**src/rtl/uart_rx_buf_pkg.sv**
```systemverilog
// ----------------------------------------------------------------------------
// uart_pkg
// Shared types and constants for the UART receive buffer slice.
//   UART_DATA_W   : default received data width
//   rx_entry_t    : one FIFO entry, {err, data}
//   stg_state_e   : staging FSM states
//   err_wait_calc : error-capture window length from clock and baud rate
// ----------------------------------------------------------------------------
package uart_pkg;

   localparam int UART_DATA_W = 32'sd8;

   typedef struct packed {
      logic                   err;
      logic [UART_DATA_W-1:0] data;
   } rx_entry_t;

   typedef enum logic {
      IDLE = 1'b0,
      HOLD = 1'b1
   } stg_state_e;

   // One bit time of clocks plus two cycles of margin for the late parity flag.
   function automatic int err_wait_calc(input int clk_freq, input int baud_rate);
      return (clk_freq / baud_rate) + 32'sd2;
   endfunction

endpackage

```
**src/rtl/uart_rx_buf_if.sv**
```systemverilog
// ----------------------------------------------------------------------------
// uart_rx_buf_if
// Byte path of the receive buffer: the receiver-side strobe bundle and the
// host-side valid/ready drain port.
//   rx_data/rx_vld/rx_err : from UART receiver
//   dout/dout_err/dout_vld: FIFO head towards host
//   dout_rdy              : host accept
// slave  = buffer side, master = receiver/host side.
// ----------------------------------------------------------------------------
interface uart_rx_buf_if #(
   parameter int DATA_W = 32'sd8
);
   logic [DATA_W-1:0] rx_data;
   logic              rx_vld;
   logic              rx_err;
   logic [DATA_W-1:0] dout;
   logic              dout_err;
   logic              dout_vld;
   logic              dout_rdy;

   modport slave (
      input  rx_data, rx_vld, rx_err, dout_rdy,
      output dout, dout_err, dout_vld
   );

   modport master (
      output rx_data, rx_vld, rx_err, dout_rdy,
      input  dout, dout_err, dout_vld
   );
endinterface

```
**src/rtl/uart_rx_buf_sync_fifo.sv**
```systemverilog
// ----------------------------------------------------------------------------
// sync_fifo
// Single-clock FIFO with binary pointers and a separate occupancy counter.
// A push into a full FIFO is dropped unless a pop happens in the same cycle.
//   CLK, rst_n : clock, asynchronous active-low reset
//   push_i     : write request, wdata_i : write data
//   pop_i      : read request (ignored when empty)
//   rdata_o    : head entry (combinational)
//   count_o    : occupancy 0..DEPTH
//   full_o     : count_o == DEPTH, empty_o : count_o == 0
//   drop_o     : a push was discarded this cycle
// ----------------------------------------------------------------------------
module sync_fifo #(
   parameter int WIDTH = 32'sd9,
   parameter int DEPTH = 32'sd16
) (
   input  logic                     CLK,
   input  logic                     rst_n,
   input  logic                     push_i,
   input  logic [WIDTH-1:0]         wdata_i,
   input  logic                     pop_i,
   output logic [WIDTH-1:0]         rdata_o,
   output logic [$clog2(DEPTH):0]   count_o,
   output logic                     full_o,
   output logic                     empty_o,
   output logic                     drop_o
);

   localparam int AW = $clog2(DEPTH);
   localparam int CW = AW + 32'sd1;

   logic [WIDTH-1:0] mem_q [DEPTH];
   logic [AW-1:0]    wr_ptr_q;
   logic [AW-1:0]    rd_ptr_q;
   logic [CW-1:0]    count_q;
   logic [CW-1:0]    count_d;
   logic             do_push;
   logic             do_pop;

   assign full_o  = (count_q == CW'(DEPTH));
   assign empty_o = (count_q == {CW{1'b0}});
   assign count_o = count_q;
   assign rdata_o = mem_q[rd_ptr_q];

   // Accept/drop decision; a pop frees the slot a full-FIFO push needs.
   always_comb begin
      do_pop  = pop_i & ~empty_o;
      do_push = push_i & (~full_o | do_pop);
      drop_o  = push_i & full_o & ~do_pop;
      case ({do_push, do_pop})
         2'b10:   count_d = count_q + CW'(1'b1);
         2'b01:   count_d = count_q - CW'(1'b1);
         default: count_d = count_q;
      endcase
   end

   // Storage array; cleared on reset so the head reads zero when empty.
   always_ff @(posedge CLK or negedge rst_n) begin
      if (!rst_n) begin
         for (int i = 0; i < DEPTH; i++) begin
            mem_q[i] <= {WIDTH{1'b0}};
         end
      end else if (do_push) begin
         mem_q[wr_ptr_q] <= wdata_i;
      end else begin
         mem_q[wr_ptr_q] <= mem_q[wr_ptr_q];
      end
   end

   // Pointers wrap naturally because DEPTH is a power of two.
   always_ff @(posedge CLK or negedge rst_n) begin
      if (!rst_n) begin
         wr_ptr_q <= {AW{1'b0}};
         rd_ptr_q <= {AW{1'b0}};
         count_q  <= {CW{1'b0}};
      end else begin
         if (do_push) begin
            wr_ptr_q <= wr_ptr_q + AW'(1'b1);
         end
         if (do_pop) begin
            rd_ptr_q <= rd_ptr_q + AW'(1'b1);
         end
         count_q <= count_d;
      end
   end

endmodule

```
**src/rtl/uart_rx_buf.sv**
```systemverilog
// ----------------------------------------------------------------------------
// uart_rx_buf
// Holds each received byte for an error-capture window so the late parity
// flag can be merged in, then commits {err, data} into a FIFO drained by the
// host over valid/ready.
//   CLK, rst_n : clock, asynchronous active-low reset
//   bus        : receiver strobe in / host drain port (slave modport)
//   count      : FIFO occupancy 0..DEPTH
//   full       : FIFO full
//   overflow   : sticky, set when a commit is dropped
//   ovf_clr    : synchronous clear of overflow (a same-cycle drop wins)
// ----------------------------------------------------------------------------
module uart_rx_buf
   import uart_pkg::*;
#(
   parameter int DATA_W   = UART_DATA_W,
   parameter int DEPTH    = 32'sd16,
   parameter int ERR_WAIT = err_wait_calc(32'sd10_000_000, 32'sd115_200)
) (
   input  logic                   CLK,
   input  logic                   rst_n,
   uart_rx_buf_if.slave           bus,
   output logic [$clog2(DEPTH):0] count,
   output logic                   full,
   output logic                   overflow,
   input  logic                   ovf_clr
);

   localparam int CNT_W = (ERR_WAIT > 32'sd1) ? $clog2(ERR_WAIT) : 32'sd1;
   localparam logic [CNT_W-1:0] LAST_CNT = CNT_W'(ERR_WAIT - 32'sd1);

   stg_state_e        state_q;
   logic [DATA_W-1:0] stg_data_q;
   logic              stg_err_q;
   logic [CNT_W-1:0]  wait_cnt_q;
   logic              overflow_q;

   logic              commit;
   logic [DATA_W:0]   commit_word;
   logic [DATA_W:0]   head;
   logic              fifo_empty;
   logic              drop;

   // Commit at the end of the window, or early when a new strobe displaces
   // the staged byte; rx_err of the commit cycle itself still counts.
   always_comb begin
      commit      = 1'b0;
      commit_word = {stg_err_q | bus.rx_err, stg_data_q};
      case (state_q)
         IDLE:    commit = 1'b0;
         HOLD:    commit = (wait_cnt_q == LAST_CNT) | bus.rx_vld;
         default: commit = 1'b0;
      endcase
   end

   // Staging FSM: capture a byte, accumulate its error flag over the window.
   always_ff @(posedge CLK or negedge rst_n) begin
      if (!rst_n) begin
         state_q    <= IDLE;
         stg_data_q <= {DATA_W{1'b0}};
         stg_err_q  <= 1'b0;
         wait_cnt_q <= {CNT_W{1'b0}};
      end else begin
         case (state_q)
            IDLE: begin
               if (bus.rx_vld) begin
                  stg_data_q <= bus.rx_data;
                  stg_err_q  <= bus.rx_err;
                  wait_cnt_q <= {CNT_W{1'b0}};
                  state_q    <= HOLD;
               end else begin
                  state_q    <= IDLE;
               end
            end
            HOLD: begin
               if (bus.rx_vld) begin
                  // Previous byte commits this cycle; restart the window.
                  stg_data_q <= bus.rx_data;
                  stg_err_q  <= bus.rx_err;
                  wait_cnt_q <= {CNT_W{1'b0}};
                  state_q    <= HOLD;
               end else if (wait_cnt_q == LAST_CNT) begin
                  state_q    <= IDLE;
               end else begin
                  stg_err_q  <= stg_err_q | bus.rx_err;
                  wait_cnt_q <= wait_cnt_q + CNT_W'(1'b1);
                  state_q    <= HOLD;
               end
            end
            default: begin
               state_q <= IDLE;
            end
         endcase
      end
   end

   // Sticky overflow; a drop in the clear cycle keeps the flag set.
   always_ff @(posedge CLK or negedge rst_n) begin
      if (!rst_n) begin
         overflow_q <= 1'b0;
      end else if (drop) begin
         overflow_q <= 1'b1;
      end else if (ovf_clr) begin
         overflow_q <= 1'b0;
      end else begin
         overflow_q <= overflow_q;
      end
   end

   sync_fifo #(
      .WIDTH (DATA_W + 32'sd1),
      .DEPTH (DEPTH)
   ) u_fifo (
      .CLK     (CLK),
      .rst_n   (rst_n),
      .push_i  (commit),
      .wdata_i (commit_word),
      .pop_i   (bus.dout_rdy),
      .rdata_o (head),
      .count_o (count),
      .full_o  (full),
      .empty_o (fifo_empty),
      .drop_o  (drop)
   );

   assign bus.dout     = head[DATA_W-1:0];
   assign bus.dout_err = head[DATA_W];
   assign bus.dout_vld = ~fifo_empty;
   assign overflow     = overflow_q;

endmodule

```
**src/flat_wrapper.sv**
```systemverilog
// flat-port wrapper written by rule: the top's interface ports become plain ports
module uart_rx_buf_flat import uart_pkg::*;
#(
   parameter int DATA_W   = UART_DATA_W,
   parameter int DEPTH    = 32'sd16,
   parameter int ERR_WAIT = err_wait_calc(32'sd10_000_000, 32'sd115_200)
)
  (CLK, rst_n, count, full, overflow, ovf_clr, bus_rx_data, bus_rx_vld, bus_rx_err, bus_dout_rdy, bus_dout, bus_dout_err, bus_dout_vld);
  uart_rx_buf_if #(.DATA_W(DATA_W)) bus_i ();
  input  logic CLK;
  input  logic rst_n;
  output logic [$clog2(DEPTH):0] count;
  output logic full;
  output logic overflow;
  input  logic ovf_clr;
  input wire logic [$bits(bus_i.rx_data)-1:0] bus_rx_data;
  input wire logic [$bits(bus_i.rx_vld)-1:0] bus_rx_vld;
  input wire logic [$bits(bus_i.rx_err)-1:0] bus_rx_err;
  input wire logic [$bits(bus_i.dout_rdy)-1:0] bus_dout_rdy;
  output wire logic [$bits(bus_i.dout)-1:0] bus_dout;
  output wire logic [$bits(bus_i.dout_err)-1:0] bus_dout_err;
  output wire logic [$bits(bus_i.dout_vld)-1:0] bus_dout_vld;
  assign bus_i.rx_data = bus_rx_data;
  assign bus_i.rx_vld = bus_rx_vld;
  assign bus_i.rx_err = bus_rx_err;
  assign bus_i.dout_rdy = bus_dout_rdy;
  assign bus_dout = bus_i.dout;
  assign bus_dout_err = bus_i.dout_err;
  assign bus_dout_vld = bus_i.dout_vld;
  uart_rx_buf #(.DATA_W(DATA_W), .DEPTH(DEPTH), .ERR_WAIT(ERR_WAIT)) u_core (.CLK(CLK), .rst_n(rst_n), .bus(bus_i), .count(count), .full(full), .overflow(overflow), .ovf_clr(ovf_clr));
endmodule
```
**config.mk**
```make
export PLATFORM = sky130hd
export DESIGN_NAME = uart_rx_buf_flat
export DESIGN_NICKNAME = d
export VERILOG_FILES = /design/src/rtl/uart_rx_buf_pkg.sv /design/src/rtl/uart_rx_buf_if.sv /design/src/rtl/uart_rx_buf_sync_fifo.sv /design/src/rtl/uart_rx_buf.sv /design/src/flat_wrapper.sv
export SDC_FILE = /design/constraint.sdc
export NUM_CORES = 1
export LEC_CHECK = 0
export CORE_ASPECT_RATIO = 0.6
export CORE_MARGIN = 2
export CORE_UTILIZATION = 55
export CTS_CLUSTER_DIAMETER = 60
export DETAILED_ROUTE_END_ITERATION = 7
export PLACE_DENSITY_LB_ADDON = 0.08
export REMOVE_ABC_BUFFERS = 1
export SETUP_SLACK_MARGIN = 0.5
export SLEW_MARGIN = 0
export SYNTH_ARGS = -nofsm -noshare
export SYNTH_HDL_FRONTEND = slang
export SYNTH_SLANG_ARGS = --single-unit
```
**constraint.sdc**
```tcl
create_clock -name CLK -period 4 [get_ports CLK]
set_input_delay 0.6 -clock CLK [delete_from_list [all_inputs] [get_ports CLK]]
set_output_delay 0.6 -clock CLK [all_outputs]
set_load 0.05 [all_outputs]
```
Word level (Yosys, flattened, before mapping)
Cells that the tools add are included.

Add/subtract/negate cells: 5. $lt $le $gt $ge: 3. Equality and inequality tests: 6. Multiplexer cells: 28. Bitwise logic cells: 13. Reduce and logical (&&, ||, !) cells: 5.

Operators by type and width (count): bitwise mux 144 bit (2); 2-to-1 mux 144 bit (1); binary-select mux 9 bit (select 4 bit) (2); 2-to-1 mux 9 bit (5); demux 9 bit (select 4 bit) (1); 2-to-1 mux 7 bit (3); one-hot mux 7 bit (2 select lines) (1); >= comparator 5 bit (second input constant) (2); inverter 4 -> 5 bit (2); one-hot mux 5 bit (2 select lines) (1); adder 4 x 1 -> 4 bit (second input constant) (2); 2-to-1 mux 1 bit (8); 2-to-1 mux 8 bit (1); adder 7 x 1 -> 7 bit (second input constant) (1); == test 7 bit (second input constant) (1); one-hot mux 1 bit (2 select lines) (3); adder 5 x 1 -> 5 bit (second input constant) (1); == test 5 bit (second input constant) (1); logical NOT 5 bit (1); < comparator 5 x 1 -> 1 bit (second input constant) (1); subtractor 5 x 1 -> 5 bit (second input constant) (1); AND 1 bit (4); inverter 1 bit (4); nonzero test 2 bit (2); 7 further kinds (9).

Register bits after elaboration: 175. Input bits: 14. Output and inout port bits: 17. Logic and storage cells: 84.

Longest topological paths before layout
Depth after elaboration: 7. Mapped depth: 15. Mapped depth without buffers: 13.

Hierarchy
From an unflattened synthesis, not the netlist that was laid out.

Cell total of the unflattened synthesis: 864. Area, all modules: 9805.7 µm².

Modules (own cells, without submodules): sync_fifo (times used 1, cells an instance 792, area each 8962.3 µm², sequential area each 3928.8 µm²); uart_rx_buf (times used 1, cells an instance 72, area each 843.3 µm², sequential area each 450.4 µm²).

Least setup slack after synthesis
OpenSTA, ideal clock, no wires.

Kind: reg2reg. Start: register u_core.u_fifo.count_q[1], in the netlist u_core.u_fifo.count_o[1]. End: register u_core.u_fifo.count_q[4], in the netlist u_core.u_fifo.count_o[4]. Setup time: 0.080 ns. Data arrival time: 3.184 ns. Required time: 3.920 ns. Slack: 0.736 ns. Cell stages (with the launch flop): 15. Buffers on the path: 3. Clock period less this slack: 3.264 ns. Cells stage by stage: dfrtp_1 -> buf_6 -> nor4_4 -> nand2_1 -> and2_1 -> clkbuf_1 -> ha_1 -> clkbuf_1 -> xor2_1 -> ha_1 -> nor2b_1 -> o21ai_0 -> a31oi_1 -> nor2_1 -> xnor2_1.

Word-level cells in the longest chain between the ends: 7. Elaborated cells on any way between the ends: 13. Those cells by class: add/sub: 2; eq/ne: 3; mux: 1; bitwise: 5; reduce/logical: 2.

Ends and longest elaborated chain: start: declaration (RTL line uart_rx_buf_sync_fifo.sv:35) `logic [CW-1:0] count_q;`; start signal: assignment (RTL line uart_rx_buf_sync_fifo.sv:75) `count_q <= {CW{1'b0}};`; start signal: assignment (RTL line uart_rx_buf_sync_fifo.sv:83) `count_q <= count_d;`; logical NOT 5 bit * (RTL line uart_rx_buf_sync_fifo.sv:41) `assign empty_o = (count_q == {CW{1'b0}});`; inverter 1 bit *; net bus_dout_vld (RTL line flat_wrapper.sv:22) `output wire logic [$bits(bus_i.dout_vld)-1:0] bus_dout_vld;`; AND 1 bit * (RTL line uart_rx_buf_sync_fifo.sv:47) `do_pop = pop_i & ~empty_o;`; net u_core.u_fifo.do_pop (RTL line uart_rx_buf_sync_fifo.sv:38) `logic do_pop;`; bitwise OR 1 bit (RTL line uart_rx_buf_sync_fifo.sv:48) `do_push = push_i & (~full_o | do_pop);`; AND 1 bit (RTL line uart_rx_buf_sync_fifo.sv:48); == test 2 x 1 -> 1 bit or == test 2 bit (tied branches) (RTL line uart_rx_buf_sync_fifo.sv:50) `case ({do_push, do_pop})`; one-hot mux 5 bit (2 select lines) or nonzero test 2 bit (tied branches).

The timed path passes the listed nets; every way through them passes the cells marked *. A chain may end at the register's enable or synchronous reset.

Final worst setup path
Start: register u_core.u_fifo.rd_ptr_q[0]. End: output bus_dout[1].

Word-level cells in the longest chain between the ends: 4.

Ends and longest elaborated chain: start: declaration (RTL line uart_rx_buf_sync_fifo.sv:34) `logic [AW-1:0] rd_ptr_q;`; start signal: assignment (RTL line uart_rx_buf_sync_fifo.sv:74) `rd_ptr_q <= {AW{1'b0}};`; start signal: assignment (RTL line uart_rx_buf_sync_fifo.sv:81) `rd_ptr_q <= rd_ptr_q + AW'(1'b1);`; inverter 4 -> 5 bit (implied by the code) (RTL line uart_rx_buf_sync_fifo.sv:43) `assign rdata_o = mem_q[rd_ptr_q];`; binary-select mux 9 bit (select 4 bit) (RTL line uart_rx_buf_sync_fifo.sv:43); 2-to-1 mux 9 bit (implied by the code) (2 in a row) (RTL line uart_rx_buf_sync_fifo.sv:43); end: declaration (RTL line flat_wrapper.sv:20) `output wire logic [$bits(bus_i.dout)-1:0] bus_dout;`.

Every way passes these cells. The select of a mux whose other input is x is not followed.

==> flow_summary_export.csv <==
group,metric,value,unit
timing,setup_repair_after_global_routing_missed_its_margin,"false",
global_routing,global_route.overflow_total,0,
logic_synthesis,count_of_synthesis_stage_warnings_from_yosys,0,
timing,period_minus_slack,3260,ps
logic_synthesis,sequential_area_share_after_synthesis,0.456,
layout,post_route_cells_drive_above_1_share,0.302,
global_routing,grt_pass1_wl,37900,um
critical_path,crit_slowest_cell,"sky130_fd_sc_hd__mux4_2",
logic_synthesis,syn_inst,789,
critical_path,crit_path_cells,"buf_12 -> mux4_2 -> mux4_2 -> dlygate4sd2_1",
clocking,clock_tree.buffer_depth,2,
clocking,htreeDepth,4,
timing,worstMarginPinSlew,1110,ps
routing,drt_wl_total,23800,um
logic_synthesis,ys_seq_elements,175,
die,design.core.area,0.0171,mm2
timing,timing.final.setup_violations,0,
placement,buffer_ports.inserted,30,
routing,drc,0,
layout,post_layout_nonfiller_instances,1023,
power,ir_worst_vdd,0.000499,V
timing,post-route-worst-setup-slack,736,ps
routing,route.vias.total,6405,
logic_synthesis,yosys.cell_types.count,45,
power,cellLeakagePower,3.92,nW
outcome,status,"finished clean",
die,die_width,175,um
critical_path,cp.arrival,2660,ps
timing,fin_hold_ws,151,ps
layout,mostFrequentLayoutCells,"sky130_fd_sc_hd__dfrtp_1, sky130_fd_sc_hd__nor2_1, sky130_fd_sc_hd__mux4_2",
power,netSwitchingPower,4.47,mW
routing,wl_per_cell,23.3,um
clocking,cts-root-buf,"sky130_fd_sc_hd__clkbuf_16",
clocking,ctsHoldBuffers,0,
power,p_int,5.81,mW
global_routing,grt_util_all_layers,0.277,
routing,drt_iter0_markers,638,
clocking,post_cts.repair.setup_buffers,0,
routing,post_drt_via_cell_ratio,6.26,
timing,final.setup_skew,14.4,ps
clocking,cts_tree,"yes",
power,sw_frac_of_total,0.435,
power,power_frac_comb,0.523,
die,pin_count,31,
die,fp.dieH,106,um
logic_synthesis,postSynth.topFlopCell,"sky130_fd_sc_hd__dfrtp_1",
placement,routabilityCongestion,0.804,
clocking,post_cts_resize_count,9,
routing,first_pass_iters,5,
timing,totalNegativeSetupSlack,0,ps
run,max_cap_viol_count,0,
critical_path,max_stage_delay,560,ps
placement,placedCellCount,991,
logic_synthesis,synth_area,0.00960,mm2
clocking,clock_transition_at_the_registers_of_the_reported_paths,60,ps
die,initial_core_util,0.560,
routing,antenna_violating_nets_post_route,0,
clocking,cts.sink_count,175,
layout,final_common_cell,"sky130_fd_sc_hd__dfrtp_1",
critical_path,crit_path_max_fanout,39,
clocking,cts_buffers,17,
timing,fmaxAchievable,306,MHz
timing,slew_headroom,0.258,
timing,hold_violations,0,
logic_synthesis,post_synth_edffs,0,
critical_path,timing_worst_setup_path_type,"reg -> out",
die,die_area,0.0186,mm2
placement,detailed_place.area,0.00989,mm2
power,p_per_area,980,mW/mm2
critical_path,worst_path_most_repeated_cell,"sky130_fd_sc_hd__mux4_2",
layout,diodes,0,
global_routing,pin_count_of_the_biggest_net_entering_global_routing,110,
layout,layout.nets,800,
layout,synthToLayoutAreaGrowth,9.27,%
placement,pre_cts_ws,813,ps
layout,design_area,0.0105,mm2
clocking,worstSkewPairLatency,430,ps
critical_path,cp-start-kind,"register",
die,core.rowCount,37,
worst_hold_path,hold_path_class,"in -> async",
critical_path,endpoint_kind,"output port",
global_routing,antenna_violations_before_repair,0,
logic_synthesis,syn_area_per_cell,12.2,um2
critical_path,crit_buf_inv,2,
critical_path,worstPathRequired,3400,ps
timing,final_period_utilization,0.816,
critical_path,rr_worst_depth,13,
global_routing,grt_pass1_vias,6312,
power,seq_power_share,0.310,
timing,final_max_slew_viol_count,0,
power,power_frac_clock,0.167,
critical_path,cp_top_family,"multiplexers",
placement,detailedPlacementHpwl,14900,um
logic_synthesis,synthArstFlopShare,1.00,
critical_path,cp_num_cells,4,
-- kinds of logic (layout without fill, tap and decap cells) --
family          count (synthesis)  count (layout)  share of synthesized area
fa+ha+maj                      10              10                     0.0130
buf+inv                        84              84                     0.0529
compound gates                179             179                      0.139
mux                           101             101                      0.224
simple gates                  222             222                     0.0986
flops                         175             175                      0.456
xor+xnor                       18              18                     0.0164
-- path summary, 6_finish.rpt --
kind / start / to / slack, ps
hold reg to reg: u_core.u_fifo.mem_q[8] / u_core.u_fifo.mem_q[8] / 500
max in group asynchronous: rst_n / u_core.u_fifo.wr_ptr_q[0] / 2790
setup / recovery: u_core.u_fifo.rd_ptr_q[0] / bus_dout[1] / 740
setup reg to reg: u_core.wait_cnt_q[0] / u_core.u_fifo.count_o[4] / 920
hold / removal: rst_n / u_core.u_fifo.mem_q[67] / 150
min in group CLK: u_core.u_fifo.mem_q[8] / u_core.u_fifo.mem_q[8] / 500
-- Yosys cell counts, types with 9 or more instances --
cell                       number  area (um2)
sky130_fd_sc_hd__and2_1        15        93.8
sky130_fd_sc_hd__buf_2         13        65.1
sky130_fd_sc_hd__a21oi_2       75         657
sky130_fd_sc_hd__mux2i_4        9         203
sky130_fd_sc_hd__dfrtp_1      175        4380
sky130_fd_sc_hd__a21oi_1       52         260
sky130_fd_sc_hd__buf_1         18        67.6
sky130_fd_sc_hd__o21ai_0       12        60.1
sky130_fd_sc_hd__xor2_1        10        87.6
sky130_fd_sc_hd__ha_1          10         125
sky130_fd_sc_hd__a22oi_1       14         105
sky130_fd_sc_hd__nor2_1       138         518
sky130_fd_sc_hd__nand2_1       47         176
sky130_fd_sc_hd__clkbuf_1      29         109
sky130_fd_sc_hd__mux2_2        10         113
sky130_fd_sc_hd__mux4_2        81        1820
sky130_fd_sc_hd__o21ai_1       10        50.1
-- per-stage QoR --
step	power, mW	utilization
2_1_floorplan	7.05	-
6_report	10.3	0.612
3_3_place_gp	8.45	0.578
4_1_cts	10.3	0.612
3_5_place_dp	8.64	0.578
5_1_grt	10.9	0.612
-- area by class of cell --
cell class / count / area [um2]
Clock buffer: 25 / 505
Inverter: 9 / 60.1
Sequential cell: 175 / 4380
Multi-Input combinational cell: 530 / 4710
Tap cell: 234 / 293
Timing Repair Buffer: 43 / 438
Fill cell: 1425 / 6640
Clock inverter: 7 / 98.8
-- per-layer routing --
metal  GRT usage  share of wire
met4      0.0875          0.022
met1       0.412           0.45
met5           0              0
met2       0.414           0.45
met3      0.0565          0.076
-- flip-flops by register name, indices dropped and copies added (netlist names), 4 cells and up --
name and cells:
u_core.stg_data_q 8, u_core.u_fifo.count_o 5, u_core.u_fifo.mem_q 144, u_core.u_fifo.rd_ptr_q 4
u_core.u_fifo.wr_ptr_q 4, u_core.wait_cnt_q 7
-- power groups by stage --
stage,sequential (mW),combinational [mW],clock (mW)
CTS,3.16,5.39,1.73
global placement,3.15,5.31,0
finish,3.19,5.38,1.71
detailed placement,3.19,5.45,0
floorplan,3.28,3.77,0
global route,3.27,5.80,1.81
Note: power is estimated with default switching activity, not from simulation.
